**config.mk**
```make
export PLATFORM = sky130hd
export DESIGN_NAME = biquad_coeff_loader
export DESIGN_NICKNAME = d
export VERILOG_FILES = /design/src/rtl/biquad_pkg.sv /design/src/rtl/biquad_coeff_loader.sv
export SDC_FILE = /design/constraint.sdc
export NUM_CORES = 1
export LEC_CHECK = 0
export CORE_ASPECT_RATIO = 0.75
export CORE_MARGIN = 3
export CORE_UTILIZATION = 32
export DETAILED_ROUTE_END_ITERATION = 16
export HOLD_SLACK_MARGIN = 0.02
export PLACE_DENSITY = 0.48
export SETUP_SLACK_MARGIN = 0.15
export SLEW_MARGIN = 30
export SYNTH_ARGS = -nofsm -noshare
export SYNTH_HDL_FRONTEND = slang
export SYNTH_SLANG_ARGS = --single-unit
```
**constraint.sdc**
```tcl
create_clock -name clk -period 12.15 [get_ports clk]
set_clock_uncertainty 0.15 [all_clocks]
set_input_delay 2.43 -clock clk [delete_from_list [all_inputs] [get_ports clk]]
set_output_delay 2.43 -clock clk [all_outputs]
set_load 0.005 [all_outputs]
```
**src/rtl/biquad_pkg.sv**
```systemverilog
// Shared definitions for the biquad coefficient loader.
// Holds the coefficient width, the loader FSM state encoding and the
// derivation of the B-cascade chain length from samples per clock.
package biquad_pkg;

  localparam int COEFF_W = 18;

  typedef enum logic [2:0] {
    S_IDLE   = 3'd0,
    S_SHIFT  = 3'd1,
    S_FLUSH  = 3'd2,
    S_UPDATE = 3'd3,
    S_DONE   = 3'd4
  } state_t;

  // Number of coefficient registers in the B-cascade chain for a given
  // number of samples per clock.
  function automatic int ncoeff_of(input int nsamp);
    return 2 * (nsamp - 2);
  endfunction

endpackage

```
**src/rtl/biquad_coeff_loader.sv**
```systemverilog
// Stages biquad coefficients and streams them into the filter's B1 chain, then pulses B1->B2 update.
// Latency: commit at cycle C -> shifts C+1..C+N, data C+2..C+N+1, update C+N+2, done C+N+3.
// Backpressure: writes while busy are rejected with err_o; commits while busy merge into one pending reload.
module biquad_coeff_loader
  import biquad_pkg::*;
#(
  parameter int NSAMP  = 8,
  parameter int NCOEFF = ncoeff_of(NSAMP),
  parameter int AW     = $clog2(NCOEFF)
) (
  input  logic                      clk,
  input  logic                      rst,
  input  logic                      wr_i,
  input  logic [AW-1:0]             addr_i,
  input  logic signed [COEFF_W-1:0] dat_i,
  input  logic                      commit_i,
  output logic                      busy_o,
  output logic                      done_o,
  output logic                      err_o,
  output logic signed [COEFF_W-1:0] coeff_dat_o,
  output logic                      coeff_wr_o,
  output logic                      coeff_update_o
);

  state_t                      r_state;
  state_t                      w_state_nxt;
  logic [AW-1:0]               r_cnt;
  logic                        r_pend;
  logic                        r_err;
  logic signed [COEFF_W-1:0]   r_dat;
  logic signed [COEFF_W-1:0]   r_stage [NCOEFF];

  logic                        w_busy;
  logic                        w_addr_ok;
  logic                        w_wr_ok;
  logic [AW-1:0]               w_rd_idx;
  logic                        w_last_shift;

  assign w_addr_ok    = (32'(addr_i) < NCOEFF);
  assign w_wr_ok      = wr_i && !w_busy && w_addr_ok;
  // Farthest chain register goes out first so it ends up deepest in B1.
  assign w_rd_idx     = AW'(NCOEFF - 1) - r_cnt;
  assign w_last_shift = (r_cnt == AW'(NCOEFF - 1));

  // State register.
  always_ff @(posedge clk or posedge rst) begin
    if (rst) r_state <= S_IDLE;
    else     r_state <= w_state_nxt;
  end

  // Next-state decode and control outputs.
  always_comb begin
    w_state_nxt    = r_state;
    w_busy         = 1'b1;
    coeff_wr_o     = 1'b0;
    coeff_update_o = 1'b0;
    done_o         = 1'b0;
    case (r_state)
      S_IDLE: begin
        w_busy = 1'b0;
        if (commit_i) w_state_nxt = S_SHIFT;
      end
      S_SHIFT: begin
        coeff_wr_o = 1'b1;
        if (w_last_shift) w_state_nxt = S_FLUSH;
      end
      // Lets the last coefficient land: the filter registers its shift enable.
      S_FLUSH:  w_state_nxt = S_UPDATE;
      S_UPDATE: begin
        coeff_update_o = 1'b1;
        w_state_nxt    = S_DONE;
      end
      S_DONE: begin
        done_o      = 1'b1;
        // A commit in this very cycle is also a busy-time commit and chains.
        w_state_nxt = (r_pend || commit_i) ? S_SHIFT : S_IDLE;
      end
      default: begin
        w_busy      = 1'b0;
        w_state_nxt = S_IDLE;
      end
    endcase
  end

  assign busy_o      = w_busy;
  assign err_o       = r_err;
  assign coeff_dat_o = r_dat;

  // Shift counter: runs only during SHIFT, parked at zero otherwise.
  always_ff @(posedge clk or posedge rst) begin
    if (rst)                    r_cnt <= '0;
    else if (r_state == S_SHIFT) r_cnt <= r_cnt + AW'(1);
    else                        r_cnt <= '0;
  end

  // Pending reload: merges all commits seen while busy, consumed on DONE.
  always_ff @(posedge clk or posedge rst) begin
    if (rst)                   r_pend <= 1'b0;
    else if (r_state == S_DONE) r_pend <= 1'b0;
    else if (w_busy && commit_i) r_pend <= 1'b1;
  end

  // Reject pulse for out-of-range or busy-time writes.
  always_ff @(posedge clk or posedge rst) begin
    if (rst) r_err <= 1'b0;
    else     r_err <= wr_i && (w_busy || !w_addr_ok);
  end

  // Outgoing coefficient register; holds its value outside SHIFT.
  always_ff @(posedge clk or posedge rst) begin
    if (rst)                    r_dat <= '0;
    else if (r_state == S_SHIFT) r_dat <= r_stage[w_rd_idx];
  end

  // Staging buffer; a load only reads it, so a re-commit resends the same set.
  always_ff @(posedge clk or posedge rst) begin
    if (rst) begin
      for (int k = 0; k < NCOEFF; k++) r_stage[k] <= '0;
    end else if (w_wr_ok) begin
      for (int k = 0; k < NCOEFF; k++) begin
        if (32'(addr_i) == k) r_stage[k] <= dat_i;
      end
    end
  end

endmodule

```
[Yosys cells after proc, flatten, opt, wreduce, memory -nomap -nowiden]
Index checks and enable logic that the tools add are counted.
W data, S select, Z words.
Word-level totals
  output and inout bits: 23
  word-level logic and storage cells: 79
  register bits after elaboration: 243
Cells by class
  $lt $le $gt $ge: 2
  eq/ne operators: 18
  bitwise operators: 1
  add/subtract/negate cells: 2
  reductions and logical operators: 25
  mux-type cells: 14
Operators with widths (number)
  $bmux W18 S4: 1
  $mux W18: 2
  $reduce_and A2 Y1: 13
  $eq A4 B4 Y1 const B: 5
  $eq A4 B3 Y1 const B: 4
  $pmux W3 S5: 1
  $eq A4 B2 Y1 const B: 2
  $mux W1: 7
  $eq A3 B2 Y1 const B: 2
  $mux W3: 2
  $ge A5 B5 Y1 const B: 1
  $not A4 Y5: 1
  $add A4 B1 Y4 const B: 1
  $eq A4 B1 Y1 const B: 1
  $logic_and A1 B1 Y1: 4
  $logic_not A4 Y1: 1
  $lt A4 B4 Y1 const B: 1
  $mux W4: 1
  $ne A2 B2 Y1 const B: 2
  $reduce_or A4 Y1: 1
  $sub A4 B4 Y4 const A: 1
  $eq A3 B1 Y1 const B: 1
  $eq A3 B3 Y1 const B: 1
  $logic_not A3 Y1: 1
  3 further kinds: 5

[Longest topological paths before layout]
Gate-level depths: netlist of run 1.
  depth in word-level cells: 7
  mapped depth: 8
  mapped depth without buffers: 5

[Worst setup path after synthesis of run 1]
Ideal clock, no wire load.
  path kind: input-to-reg
  start point: input port wr_i
  end point: register r_stage[162] (netlist name)
  slack: 8.162 ns
  setup time: 0.125 ns
  cell stages on the path: 5
  required time: 11.875 ns
  path buffers: 3
  arrival: 3.714 ns
  cell sequence: clkbuf_1 buf_4 o2111ai_2 buf_4 mux2_2
On the way
  word-level cells in the longest chain between the ends: 3
RTL lines
  start: declaration: line biquad_coeff_loader.sv:13  | input logic wr_i,
  $logic_and A1 B1 Y1 (2 in a row): line biquad_coeff_loader.sv:40  | assign w_wr_ok = wr_i && !w_busy && w_addr_ok;
  $reduce_and A2 Y1 (no line)
  end signal: indexed assignment: line biquad_coeff_loader.sv:121  | if (32'(addr_i) == k) r_stage[k] <= dat_i;
  end: declaration: line biquad_coeff_loader.sv:31  | logic signed [COEFF_W-1:0] r_stage [NCOEFF];
No other way between the ends.
A chain may end at the register's enable or synchronous reset.

[Worst setup path after layout of run 1]
  start point: register r_state[0]
  end point: output port coeff_wr_o
On the way
  word-level cells in the longest chain between the ends: 2
RTL lines
  start: declaration: line biquad_coeff_loader.sv:25  | state_t r_state;
  start signal: assignment: line biquad_coeff_loader.sv:48  | else r_state <= w_state_nxt;
  $eq A3 B1 Y1: line biquad_coeff_loader.sv:58  | case (r_state)
  $mux W1: line biquad_coeff_loader.sv:58
  end: declaration: line biquad_coeff_loader.sv:21  | output logic coeff_wr_o,
No other way between the ends.

==> results.md, run 1 <==
* Hold-fix buffers, CTS at 0
* Period utilization at 48.4%
* Worst Setup End Kind: output pin
* Die Y at 170 um
* Unrepaired setup endpoints after global routing: false
* Cts bufs inserted at 27
* Max_slew headroom at 33.9%
* DR DRC count at 0
* Vias in the first global route at 7231
* Slew @ Worst Pin at 991 ps
* Area grow syn2layout at 15.9%
* Hold Startpoint: r_stage[7]
* Port buffer count at 48
* Seq cells post-synth at 243
* Clock root buffer: clkbuf_16
* Final antenna-violating net count at 0
* WS Path Type: register to output pin
* Worst-case clock buffer depth at 3
* Layout fillers at 3178
* Main combinational cell family by area after synthesis: multiplexers
* Worst R2R Path Depth at 6
* Gate Count Post-Synth at 708
* First-pass GRT wire length at 46600 um
* Avg Inst Size Synth at 16.1 um2
* Core Area at 34900 um2
* Clock Latency Late Sink at 520 ps
* DR pass1 iterations at 4
* Fin. Hold Viols at 0
* Fin cells at about 1200
* Initial Utilization at 32.7%
* GPL Wtd Cong at 0.708
* Hold EP: r_stage[7]
* Arrival time worst endpoint at 3310 ps
* Post-synthesis compound-gate area fraction at 4.32%
* Cells after DPL at 1169
* Clock sinks at 243
* Post-synthesis mux area share at between 30% and 40%
* Synthesized area at 11400 um2
* R2R Path End: coeff_dat_o[17]
* Synthesized net count at 736
* Total track usage at 16.1%
* NumNets Final at 769
* Final-report max-slew violation count at 0
* Fin Setup TNS at 0 ps
* Via count at 6455
* Synth warn at 0
* Simple logic cell fraction of the synthesized area at 3.91%
* Critical path peak fanout at 23
* # IOs at 49
* RR Startpoint: r_cnt[2]
* Max Cap Viol at 0
* Class of the worst hold path: register to register
* Adder-cell share of the synthesized area at 0.219%
* Die area at 38000 um2
* Cell variety after synth at 37
* VDD IR-drop max at 95.0 uV
* XOR/XNOR Fraction of Synth Area at 0.154%
* Run status: complete, no violations
* Pin count of the biggest net entering global routing at slightly above 90
* Die Width at 224 um
* 1st-iter DRT viols at 480
* CTS tree: built
* Pwr/cell area at 151 nW/um2
* Critical Path RT at approximately 9600 ps
* R2r setup slk at 9120 ps
* Rows at 59
* Leak at ~6.3 nW
* Via/cell ratio at 5.29
* Post-CTS Setup Bufs at 0
* Post-DP HPWL at 18000 um
* Tmin final at 5890 ps
* Fraction of layout cells with a size suffix above 1 at a little under half
* Initial antenna violation count at 0
* Peak Freq at 170 MHz
* CTS resizes at 0
* Detailed Route WL at 30000 um
* Total gr overflow at 0
* Clock Pin Slew Worst Setup and Hold Paths at approximately 60 ps
* Sequential area share after synthesis at 53.3%
* Routed WL per cell at 24.6 um
* Hold path depth at 1
* Final setup violation count at 0
* CP Launch Type: register
* Htree depth at 1
## final cells by class
class,count,area (um2),share of cell area (%)
flip-flops and latches,243,6090,46.0
multi-input cells,394,4940,37.4
clock buffers,42,812,6.14
repair buffers,70,718,5.43
well taps,457,572,4.32
clock inverters,7,60.1,0.454
inverters,5,26.3,0.199
diodes,2,5.00,0.0379
## stage by stage
stage	total power [mW]	setup WS (ps)	util (%)	hold WS, ps	area, um2
4_1_cts	2.03	6250	37.8	346	13200
3_3_place_gp	1.21	6590	35.0	319	12200
2_1_floorplan	1.09	2900	-	309	11400
5_1_grt	2.09	6150	37.9	364	13200
6_report	2.00	6260	37.9	340	13200
3_5_place_dp	1.22	6400	35.3	327	12300
## routing by layer
metal  global-route usage, %  routed length, um  vias up
met1                    22.3              13700     3539
met2                    27.0              14500      132
met4                    3.50                584        0
met5                       0                  0        -
met3                    2.73               1240       46
li1                        -                  -     2738
## where the power goes
part           total [mW]  internal [mW]  leakage, nW  switching [mW]
clock network       0.798          0.477        0.436           0.320
registers           0.878          0.832         3.37          0.0467
logic               0.324          0.116         2.52           0.209
total                2.00           1.42         6.32           0.576
## worst max-delay path, cell delays in order, from the launching register on
cell and delay (ps):
dfrtp_1 570, or3b_2 490, buf_4 270, inv_1 770, clkdlybuf4s50_1 660
## cells by family after synthesis
group,after synthesis
xor gates and xnor gates,2
muxes,270
adders and majority gates,2
AOI/OAI and AO/OA,38
DFF,243
buffers and inverters,71
and+or+nand+nor,82
## cell usage in the layout, fill, tap and decap left out, types with 2 or more instances in the layout
cell,Yosys,routed
dfrtp_1,243,241
mux2_2,130,130
mux2_4,80,80
nand3_1,54,54
mux4_2,54,54
clkdlybuf4s50_1,0,47
clkbuf_16,0,27
a32oi_1,18,18
buf_4,5,13
o2111ai_4,9,9
nor2_1,9,9
clkbuf_8,0,8
clkbuf_1,39,7
mux2_1,6,6
clkinv_2,0,6
nor2b_1,5,4
buf_6,11,4
inv_1,4,3
o2111ai_2,3,3
a21oi_1,3,3
buf_8,0,3
diode_2,0,2
and2b_1,2,2
or3b_2,2,2
and2_1,2,2
nand2_1,2,2
ha_1,2,2
buf_16,0,2
## registers in the layout, summed over array words and instances (netlist names)
name / cells
r_state: 3
coeff_dat_o: 18
r_stage: 216
r_cnt: 4
r_pend: 1
err_o: 1
## how the worst max path moves through the flow
stage | from | end | cells after the start
floorplan | rst | coeff_dat_o[0] | 1
global placement | rst | r_cnt[0] | 4
detailed placement | rst | r_cnt[0] | 4
CTS | r_state[0] | coeff_wr_o | 4
global route | r_state[0] | coeff_wr_o | 4
finish | r_state[0] | coeff_wr_o | 4
## synth_stat cells, drive strengths merged
library cell | number | area (um2)
o2111ai | 12 | 282
o211ai | 1 | 7.51
buf | 27 | 230
o32ai | 1 | 8.76
a32oi | 18 | 158
a21oi | 3 | 15.0
nand2b | 1 | 6.26
and2 | 3 | 18.8
nand4 | 1 | 6.26
nor4b | 1 | 15.0
nand3 | 54 | 270
ha | 2 | 25.0
dfrtp | 243 | 6080
mux2 | 216 | 2730
inv | 4 | 15.0
clkbuf | 39 | 146
o21a | 2 | 15.0
nor2b | 5 | 31.3
a21boi | 1 | 7.51
mux4 | 54 | 1220
or3b | 2 | 17.5
nand2 | 2 | 7.51
and2b | 2 | 15.0
xor2 | 1 | 8.76
clkinv | 1 | 3.75
nor3 | 1 | 16.3
xnor2 | 1 | 8.76
nor3b | 1 | 7.51
nor2 | 9 | 33.8
Power figures use the tool's default switching activity.
==> run 2, diff against run 1 <==
Clock period 12.15 ns to 6 ns, I/O delays scaled along.
==> results.md, run 2 (synthesized netlist as in run 1, its figures left out) <==
* Seq pwr share at ~43%
* Hold EP: r_stage[7]
* Hold path depth at 1
* Fin Setup TNS at 0 ps
* Worst-case clock buffer depth at 3
* Class of the worst hold path: register to register
* Most common cell after layout, fill and taps aside: dfrtp_1
* 1st-iter DRT viols at between 400 and 500
* Rows at between 50 and 60
* Post-DP HPWL at 17700 um
* Cts bufs inserted at 27
* DR WL met2 at 13900 um
* Die Width at 224 um
* Critical-path top delay cell: dfrtp_1
* GPL Wtd Cong at between 0.7 and 0.8
* Final WS setup at 2140 ps
* Hold Startpoint: r_stage[7]
* WS Path Type: register to output pin
* CP Launch Type: register
* Port buffer count at 48
* Max FFs per register at 216
* Max_slew headroom at 39.2%
* Met3 Routed Length at 998 um
* Clock Latency Late Sink at 530 ps
* Via count at about 6400
* Fin cells at 1219
* Combinational cell fraction of total power at 14.9%
* NumNets Final at 770
* Period utilization at 64.3%
* Worst Setup End Kind: output pin
* Post-CTS Setup Bufs at 0
* Slew @ Worst Pin at 906 ps
* # IOs at 49
* Fin. Hold Viols at 0
* DR pass1 iterations at 4
* Clock root buffer: clkbuf_16
* Most frequent cells in the layout: 241 x dfrtp_1, 130 x mux2_2, 80 x mux2_4
* Arrival time worst endpoint at 2510 ps
* Pwr/cell area at ~320 nW/um2
* Die Y at ~170 um
* Core Util, Final at 38.4%
* Die area at around 38000 um2
* Detailed Route WL at 29200 um
* Initial antenna violation count at 0
* Max Cap Viol at 0
* Switching Share at 28.0%
* Htree depth at 1
* DR DRC count at 0
* Dpl ws at 2020 ps
* CTS tree: built
* Fraction of layout cells with a size suffix above 1 at between 40% and 50%
* Tmin final at 3860 ps
* Final-report max-slew violation count at 0
* # diodes at 0
* Sw Pwr at 1.19 mW
* Peak Freq at around 260 MHz
* Biggest register: r_stage
* Area grow syn2layout at 17.6%
* Initial Utilization at 32.7%
* R2r setup slk at 3320 ps
* Clk network pwr share at 42.6%
* Core Area at 34900 um2
* Total gr overflow at 0
* First-pass GRT wire length at 45300 um
* Clock Pin Slew Worst Setup and Hold Paths at 60 ps
* Worst R2R Path Depth at 4
* VDD IR-drop max at 166 uV
* Cells after DPL at roughly 1200
* Crit path largest cell delay at 570 ps
* R2R Path End: coeff_dat_o[0]
* Leak at around 6.4 nW
* Critical Path RT at 4650 ps
* Pin count of the biggest net entering global routing at ~160
* WL met1 at 13700 um
* Final setup violation count at 0
* Cell internal pwr at between 3 and 4 mW
* Vias in the first global route at between 6000 and 7000
* RR Startpoint: r_cnt[0]
* Total track usage at 15.7%
* Highest Signal Layer: met4
* Hold-fix buffers, CTS at 0
* Unrepaired setup endpoints after global routing: false
* Clock sinks at about 240
* Critical path peak fanout at 23
* Run status: complete, no violations
* Routed WL per cell at 24.0 um
* Final antenna-violating net count at 0
* CTS resizes at 0
* Crit-path cells: or3b_2 > buf_4 > inv_1 > clkdlybuf4s50_1
* Via/cell ratio at 5.23
run 2: cell count changes in the layout (fill, tap and decap cells not counted), sizes merged:
cell | previous run | this run
clkbuf | 42 | 38
diode | 2 | 0
clkinvlp | 0 | 2
bufinv | 1 | 5
clkinv | 7 | 5
buf | 23 | 24
run 2: how the worst max path moves through the flow:
stage                     from        endpoint  slack (ps)
global placement          wr_i     r_stage[21]        2040
detailed placement        wr_i    r_stage[111]        2020
global route        r_state[0]      coeff_wr_o        2050
CTS                 r_state[2]          busy_o        1940
finish              r_state[0]      coeff_wr_o        2140
floorplan                  rst  coeff_dat_o[0]        1460
run 2: worst max-delay path, delay by kind of cell (launching register included):
family / cells / cell delay (ps)
flops: 1 / 570
simple gates: 1 / 490
buf+inv: 3 / 890
run 2: per-layer routing:
layer,vias up,GRT usage [%]
li1,2732,-
met1,3483,22.2
met2,119,25.6
met3,39,2.21
met4,0,4.06
met5,-,0
run 2: area by class of cell:
| class | instances | area [um2] |
|---|---|---|
| sequential | 243 | 6090 |
| multi-input combinational | 394 | 4940 |
| clock inverter | 11 | 186 |
| fill | 3197 | 21500 |
| timing repair buffer | 71 | 811 |
| inverter | 5 | 22.5 |
| clock buffer | 38 | 797 |
| tap | 457 | 572 |
run 2: metrics by stage:
stage          hold slack [ps]  power [mW]  area (um2)
2_1_floorplan              309        2.21       11400
3_3_place_gp               319        2.46       12200
3_5_place_dp               330        2.48       12400
4_1_cts                    344        4.31       13400
5_1_grt                    361        4.42       13400
6_report                   342        4.25       13400
run 2: power groups by stage:
stage,Clock [mW],Combinational (mW),Sequential (mW)
4_1_cts,1.85,0.644,1.81
6_report,1.81,0.632,1.81
2_1_floorplan,0,0.482,1.73
5_1_grt,1.93,0.675,1.82
3_5_place_dp,0,0.643,1.84
3_3_place_gp,0,0.625,1.84
